### config.mk
export PLATFORM = sky130hd
export DESIGN_NAME = power_cone_sequencer
export DESIGN_NICKNAME = d
export VERILOG_FILES = /design/src/rtl/power_cone_sequencer.sv
export SDC_FILE = /design/constraint.sdc
export NUM_CORES = 1
export LEC_CHECK = 0
export CORE_MARGIN = 4
export CORE_UTILIZATION = 47
export DETAILED_ROUTE_END_ITERATION = 12
export PLACE_DENSITY = 0.71
export SETUP_SLACK_MARGIN = 0.5
export SLEW_MARGIN = 20
export SYNTH_ARGS = -nofsm -noshare
export SYNTH_HDL_FRONTEND = slang
export SYNTH_SLANG_ARGS = --single-unit
### constraint.sdc
create_clock -name clk -period 4.8 [get_ports clk]
set_input_delay 0.48 -clock clk [delete_from_list [all_inputs] [get_ports clk]]
set_output_delay 0.48 -clock clk [all_outputs]
set_load 0.005 [all_outputs]
### src/rtl/power_cone_sequencer.sv
// power_cone_sequencer: walks every input vector of a combinational cone
// (binary or Gray order, N rounds) and accumulates switching activity of the
// cone output and of the applied stimulus for power estimation.
module power_cone_sequencer #(
  parameter int NUM_IN = 4,
  parameter int CNT_W  = 16
) (
  input  logic              clk,
  input  logic              rst,
  input  logic              start,
  input  logic              mode,
  input  logic [7:0]        rounds,
  input  logic              abort,
  output logic [NUM_IN-1:0] vec_out,
  input  logic              cone_in,
  output logic              busy,
  output logic              done,
  output logic [CNT_W-1:0]  out_toggle_cnt,
  output logic [CNT_W-1:0]  ones_cnt,
  output logic [CNT_W-1:0]  in_flip_cnt
);

  typedef enum logic [1:0] {S_IDLE, S_RUN, S_DONE} state_t;

  localparam logic [NUM_IN-1:0] IDX_MAX = '1;
  localparam logic [CNT_W-1:0]  CNT_MAX = '1;
  // popcount of up to 8 bits fits in 4 bits, so 4 guard bits cover any add
  localparam int SUM_W = CNT_W + 4;

  state_t            state_q, state_d;
  logic [NUM_IN-1:0] idx_q, idx_d;
  logic [NUM_IN-1:0] vec_q, vec_d;
  logic [7:0]        round_q, round_d;
  logic [7:0]        rounds_q, rounds_d;
  logic              mode_q, mode_d;
  logic              seen_q, seen_d;   // a sample has been taken this run
  logic              prev_q, prev_d;   // previous cone sample
  logic [CNT_W-1:0]  tog_q, tog_d;
  logic [CNT_W-1:0]  ones_q, ones_d;
  logic [CNT_W-1:0]  flip_q, flip_d;

  logic              last_sample;
  logic              stop_run;
  logic [NUM_IN-1:0] nxt_idx;
  logic [NUM_IN-1:0] nxt_vec;

  // index -> applied vector, binary or reflected Gray
  function automatic logic [NUM_IN-1:0] vec_of(input logic [NUM_IN-1:0] i,
                                               input logic gray);
    return gray ? (i ^ (i >> 1)) : i;
  endfunction

  function automatic logic [3:0] popcnt(input logic [NUM_IN-1:0] v);
    logic [3:0] c;
    c = '0;
    for (int b = 0; b < NUM_IN; b++) c = c + {3'b000, v[b]};
    return c;
  endfunction

  // saturating accumulate; counters stick at all-ones
  function automatic logic [CNT_W-1:0] sat_add(input logic [CNT_W-1:0] a,
                                               input logic [3:0] inc);
    logic [SUM_W-1:0] s;
    s = {4'b0000, a} + {{CNT_W{1'b0}}, inc};
    return (s > {4'b0000, CNT_MAX}) ? CNT_MAX : s[CNT_W-1:0];
  endfunction

  // end-of-run detection: last index of the last requested round
  always_comb begin
    last_sample = (idx_q == IDX_MAX) &&
                  (({1'b0, round_q} + 9'd1) == {1'b0, rounds_q});
    stop_run    = last_sample || abort;
    nxt_idx     = idx_q + 1'b1;
    nxt_vec     = vec_of(nxt_idx, mode_q);
  end

  // state register
  always_ff @(posedge clk) begin
    if (rst) state_q <= S_IDLE;
    else     state_q <= state_d;
  end

  // next-state logic
  always_comb begin
    state_d = state_q;
    case (state_q)
      S_IDLE:  if (start) state_d = (rounds == 8'd0) ? S_DONE : S_RUN;
      S_RUN:   if (stop_run) state_d = S_DONE;
      S_DONE:  state_d = S_IDLE;
      default: state_d = S_IDLE;
    endcase
  end

  // FSM outputs
  always_comb begin
    busy = (state_q == S_RUN);
    done = (state_q == S_DONE);
  end

  // datapath: stimulus stepping and activity accumulation
  always_comb begin
    idx_d    = idx_q;
    vec_d    = vec_q;
    round_d  = round_q;
    rounds_d = rounds_q;
    mode_d   = mode_q;
    seen_d   = seen_q;
    prev_d   = prev_q;
    tog_d    = tog_q;
    ones_d   = ones_q;
    flip_d   = flip_q;
    case (state_q)
      S_IDLE: begin
        if (start) begin
          mode_d   = mode;
          rounds_d = rounds;
          tog_d    = '0;
          ones_d   = '0;
          flip_d   = '0;
          idx_d    = '0;
          round_d  = '0;
          seen_d   = 1'b0;
          prev_d   = 1'b0;
          // with zero rounds nothing is applied, so vec_out keeps its value
          if (rounds != 8'd0) vec_d = vec_of('0, mode);
        end
      end
      S_RUN: begin
        if (cone_in) ones_d = sat_add(ones_q, 4'd1);
        if (seen_q && (cone_in != prev_q)) tog_d = sat_add(tog_q, 4'd1);
        seen_d = 1'b1;
        prev_d = cone_in;
        // vector only advances when the run continues; it holds at the end
        if (!stop_run) begin
          idx_d  = nxt_idx;
          vec_d  = nxt_vec;
          flip_d = sat_add(flip_q, popcnt(vec_q ^ nxt_vec));
          if (idx_q == IDX_MAX) round_d = round_q + 8'd1;
        end
      end
      default: ;
    endcase
  end

  // datapath registers
  always_ff @(posedge clk) begin
    if (rst) begin
      idx_q    <= '0;
      vec_q    <= '0;
      round_q  <= '0;
      rounds_q <= '0;
      mode_q   <= 1'b0;
      seen_q   <= 1'b0;
      prev_q   <= 1'b0;
      tog_q    <= '0;
      ones_q   <= '0;
      flip_q   <= '0;
    end else begin
      idx_q    <= idx_d;
      vec_q    <= vec_d;
      round_q  <= round_d;
      rounds_q <= rounds_d;
      mode_q   <= mode_d;
      seen_q   <= seen_d;
      prev_q   <= prev_d;
      tog_q    <= tog_d;
      ones_q   <= ones_d;
      flip_q   <= flip_d;
    end
  end

  assign vec_out        = vec_q;
  assign out_toggle_cnt = tog_q;
  assign ones_cnt       = ones_q;
  assign in_flip_cnt    = flip_q;

endmodule

==> flow_summary.rst <==
.. list-table::
   :header-rows: 1

   * - Metric
     - Value
   * - Status
     - complete, no violations
   * - Cell Area, Synth
     - 4700 um^2
   * - Number of setup violations in the final report
     - 0
   * - Routability cong.
     - 0.917
   * - Total instance count after detailed placement
     - 766
   * - Data arrival time of the critical path
     - 4.06 ns
   * - Number of buffers inserted during clock tree synthesis
     - 9
   * - Max Transition Viols Final
     - 0
   * - Placement-stage cell area
     - 5420 um^2
   * - CP Capture Type
     - register
   * - Layout Cell Area excl Fill
     - 5640 um^2
   * - Number of diodes
     - 0
   * - Largest net degree at the start of global routing
     - 51
   * - Commonest register cell after synthesis
     - sky130_fd_sc_hd__dfxtp_1
   * - Synth area leader
     - sky130_fd_sc_hd__dfxtp_1
   * - Kind of launch point of the worst setup path
     - register
   * - EDFF count, synth
     - 0
   * - Clock-pin slew of the registers on the worst-case setup and hold paths
     - 0.08 ns
   * - Synthesis-stage register bit count
     - 77
   * - Critical-path maximum fanout
     - 6
   * - Number of remaining DRC errors
     - 0
   * - 1st-iter DRT viols
     - 270
   * - Number of port buffers
     - 67
   * - Row count
     - 36
   * - Via count
     - 4,782
   * - Sequential fraction of design power
     - 50.9%
   * - Grt total ovfl
     - 0
   * - Setup CP Type
     - register to register
   * - Final non-filler cell total
     - 783
   * - CTS root buf
     - sky130_fd_sc_hd__clkbuf_8
   * - Number of global-route vias before repair
     - 4,563
   * - Fmax
     - 259 MHz
   * - Routed length per instance
     - 16.6 um
   * - Aggregate global-route resource usage
     - 22.4%
   * - Number of sinks handled by clock tree synthesis
     - 77
   * - Leak Pwr
     - 1.76 nW
   * - Final critical-path setup slack
     - 0.944 ns
   * - TritonCTS clock tree
     - built
   * - Power share of the combinational group
     - 10.1%
   * - Clock skew
     - 0.0121 ns
   * - Switching power as a share of total power
     - 26.2%
   * - Synth Instances
     - 596
   * - Area overhead of the layout relative to synthesis
     - 19.9%
   * - Setup TNS after final layout
     - 0 ns
   * - Detailed placer's ending HPWL
     - 8760 um
   * - H-tree levels
     - 3
   * - Total Routed Length
     - 13,000 um
   * - Power density cells
     - 230 nW/um^2
   * - Routed vias/inst
     - 6.11
   * - I/O pin total
     - 68
   * - Hold-fix buffers, CTS
     - 0
   * - Path category of the worst min-delay check
     - register to register
   * - Dominant cells by area after synthesis
     - sky130_fd_sc_hd__dfxtp_1, sky130_fd_sc_hd__a21oi_1, sky130_fd_sc_hd__nand2_1
   * - Y dimension of the die
     - 108 um
   * - Sw Pwr
     - 0.340 mW
   * - Power Internal
     - 0.960 mW
   * - Post-layout net count
     - 670
   * - Layout cell share with drive strength beyond 1
     - 6.46%
   * - Clock network latency to the later pin of the worst-skew pair
     - 0.35 ns
   * - Yosys top cell area share
     - 32.8%
   * - Core utilization of the finished layout
     - 57.7%
   * - Maximum capacitance violations
     - 0
   * - Area of the die
     - 11,700 um^2
   * - Multi-input gate area in the final layout
     - 2910 um^2
   * - Worst hold margin
     - 0.473 ns
   * - Min cycle time layout
     - 3.86 ns
   * - Final-report hold violation count
     - 0
   * - DRT Pass-1 Iters
     - 7
   * - Transition time at the pin with the least slew margin
     - 1.10 ns
   * - Unrepaired setup endpoints after global routing
     - false
   * - Yosys warnings
     - 0
   * - Synth Area per Inst
     - 7.89 um^2
   * - Effective utilization at floorplan
     - 48.1%
   * - Die W
     - 108 um
   * - Core area
     - 9770 um^2
   * - Share of the yosys chip area belonging to registers
     - 32.8%
   * - Worst slack after detailed placement
     - 0.629 ns
   * - Antenna viol nets, final
     - 0
   * - Filler cell count
     - 922
   * - Area of all sequential standard cells
     - 1540 um^2
   * - Initial antenna violation count
     - 0
   * - Post-route clock period utilization
     - 80.3%
   * - Fraction of registers with async set/reset
     - 0%
   * - First-pass GRT wire length
     - 21,700 um
   * - Mapped Nets
     - 620
   * - Clock network fraction of total power
     - 39.0%
   * - Worst-case clock buffer depth
     - 2
   * - Total power of the final layout
     - 1.30 mW
   * - Maximum vdd ir drop
     - 111 uV
   * - Required time reported for the critical path endpoint
     - 5.00 ns
   * - Tightest slew margin relative to the limit
     - 26.9%
   * - Synth unique cells
     - 69
-- synthesized netlist by cell type, types with 3 or more instances --
library cell,number
sky130_fd_sc_hd__o311ai_0,3
sky130_fd_sc_hd__mux2i_1,5
sky130_fd_sc_hd__o31ai_2,4
sky130_fd_sc_hd__buf_2,4
sky130_fd_sc_hd__or3_1,7
sky130_fd_sc_hd__a31oi_1,16
sky130_fd_sc_hd__nor3_1,10
sky130_fd_sc_hd__clkbuf_1,28
sky130_fd_sc_hd__o21ai_0,26
sky130_fd_sc_hd__dfxtp_1,77
sky130_fd_sc_hd__nand4_1,11
sky130_fd_sc_hd__fa_1,3
sky130_fd_sc_hd__nand3_1,37
sky130_fd_sc_hd__nor2b_1,7
sky130_fd_sc_hd__and4_1,3
sky130_fd_sc_hd__o221ai_1,4
sky130_fd_sc_hd__a41oi_1,7
sky130_fd_sc_hd__a211oi_1,10
sky130_fd_sc_hd__o211ai_1,10
sky130_fd_sc_hd__buf_6,3
sky130_fd_sc_hd__and3_1,14
sky130_fd_sc_hd__nand4b_1,3
sky130_fd_sc_hd__nand2b_1,9
sky130_fd_sc_hd__nand2_1,60
sky130_fd_sc_hd__a21oi_1,56
sky130_fd_sc_hd__and2_1,8
sky130_fd_sc_hd__nor2_1,38
sky130_fd_sc_hd__a211oi_2,3
sky130_fd_sc_hd__xnor2_1,11
sky130_fd_sc_hd__inv_1,25
sky130_fd_sc_hd__nor3b_1,3
sky130_fd_sc_hd__a22oi_1,3
sky130_fd_sc_hd__xor2_1,7
sky130_fd_sc_hd__ha_1,7
sky130_fd_sc_hd__a311oi_1,8
sky130_fd_sc_hd__nor4_1,12
sky130_fd_sc_hd__o21ai_1,4
sky130_fd_sc_hd__o31ai_1,7
sky130_fd_sc_hd__or4_1,3
-- cell type report --
cell class | count | share of cell area [%]
Inverter | 25 | 1.66
Sequential cell | 77 | 27.3
Clock buffer | 11 | 2.68
Multi-Input combinational cell | 458 | 51.7
Clock inverter | 4 | 0.843
Timing Repair Buffer | 75 | 12.9
Tap cell | 133 | 2.95
-- final timing paths --
kind / from / depth (start not counted) / slack (ns) / endpoint
setup / recovery: idx_q[2] / 14 / 0.94 / in_flip_cnt[14]
hold / removal: rounds_q[0] / 2 / 0.47 / rounds_q[0]
setup reg to reg: idx_q[2] / 14 / 0.94 / in_flip_cnt[14]
hold reg to reg: rounds_q[0] / 2 / 0.47 / rounds_q[0]
-- worst max-delay path: stages, from the launching register on --
cell	delay (ns)
sky130_fd_sc_hd__dfxtp_1	0.43
sky130_fd_sc_hd__nand3_1	0.16
sky130_fd_sc_hd__xnor2_1	0.21
sky130_fd_sc_hd__nand2_1	0.09
sky130_fd_sc_hd__xnor2_1	0.24
sky130_fd_sc_hd__xnor2_1	0.17
sky130_fd_sc_hd__fa_1	0.43
sky130_fd_sc_hd__inv_1	0.09
sky130_fd_sc_hd__fa_1	0.22
sky130_fd_sc_hd__fa_1	0.23
sky130_fd_sc_hd__nand3_1	0.19
sky130_fd_sc_hd__nor4_2	0.44
sky130_fd_sc_hd__nand3_1	0.24
sky130_fd_sc_hd__nor4b_1	0.45
sky130_fd_sc_hd__a211oi_2	0.13
-- routing by layer --
layer  GRT usage [%]  wire [um]  up-vias
met5               0          0        -
met1            30.2       5980     2273
li1                -          -     2338
met4            6.31        124        0
met2            37.2       6150      156
met3            3.82        746       15
-- registers in the layout, summed over array words and instances (netlist names) --
signal	flops
in_flip_cnt	16
ones_cnt	16
out_toggle_cnt	16
round_q	8
rounds_q	8
idx_q	4
vec_out	4
state_q	2
mode_q	1
prev_q	1
seen_q	1
-- placed cells by master (no fill, tap or decap), types with 5 or more instances in the layout --
cell type	instances
sky130_fd_sc_hd__ha_1	7
sky130_fd_sc_hd__a311oi_1	8
sky130_fd_sc_hd__o21ai_0	26
sky130_fd_sc_hd__a211oi_1	10
sky130_fd_sc_hd__nand4_1	11
sky130_fd_sc_hd__clkbuf_8	11
sky130_fd_sc_hd__xnor2_1	11
sky130_fd_sc_hd__nor3_1	10
sky130_fd_sc_hd__nand2_1	60
sky130_fd_sc_hd__dfxtp_1	77
sky130_fd_sc_hd__clkdlybuf4s50_1	66
sky130_fd_sc_hd__nor4_1	11
sky130_fd_sc_hd__o211ai_1	10
sky130_fd_sc_hd__o31ai_1	7
sky130_fd_sc_hd__nand2b_1	9
sky130_fd_sc_hd__or3_1	7
sky130_fd_sc_hd__xor2_1	7
sky130_fd_sc_hd__and2_1	8
sky130_fd_sc_hd__and3_1	14
sky130_fd_sc_hd__nor2b_1	7
sky130_fd_sc_hd__inv_1	25
sky130_fd_sc_hd__a21oi_1	56
sky130_fd_sc_hd__a31oi_1	16
sky130_fd_sc_hd__buf_4	8
sky130_fd_sc_hd__mux2i_1	5
sky130_fd_sc_hd__a41oi_1	7
sky130_fd_sc_hd__nand3_1	37
sky130_fd_sc_hd__nor2_1	38
-- power by group through the flow --
stage	combinational [mW]	sequential (mW)	clock (mW)
floorplan	0.0883	0.673	0
global placement	0.128	0.677	0
detailed placement	0.131	0.677	0
CTS	0.131	0.662	0.516
global route	0.146	0.664	0.547
finish	0.131	0.662	0.507
-- timing repair --
action,4_1_cts,5_1_grt
buffers inserted,0,2
setup endpoints to repair,0,14
resized for setup,0,1
-- kinds of logic after synthesis --
logic type      after synthesis  share of synthesized area (%)
simple gates                235                           25.7
compound gates              188                           27.8
mux                           6                           1.30
xor+xnor                     19                           3.83
flops                        77                           32.8
buf+inv                      61                           5.45
fa+ha+maj                    10                           3.14
(Power assumes the default switching activity.)
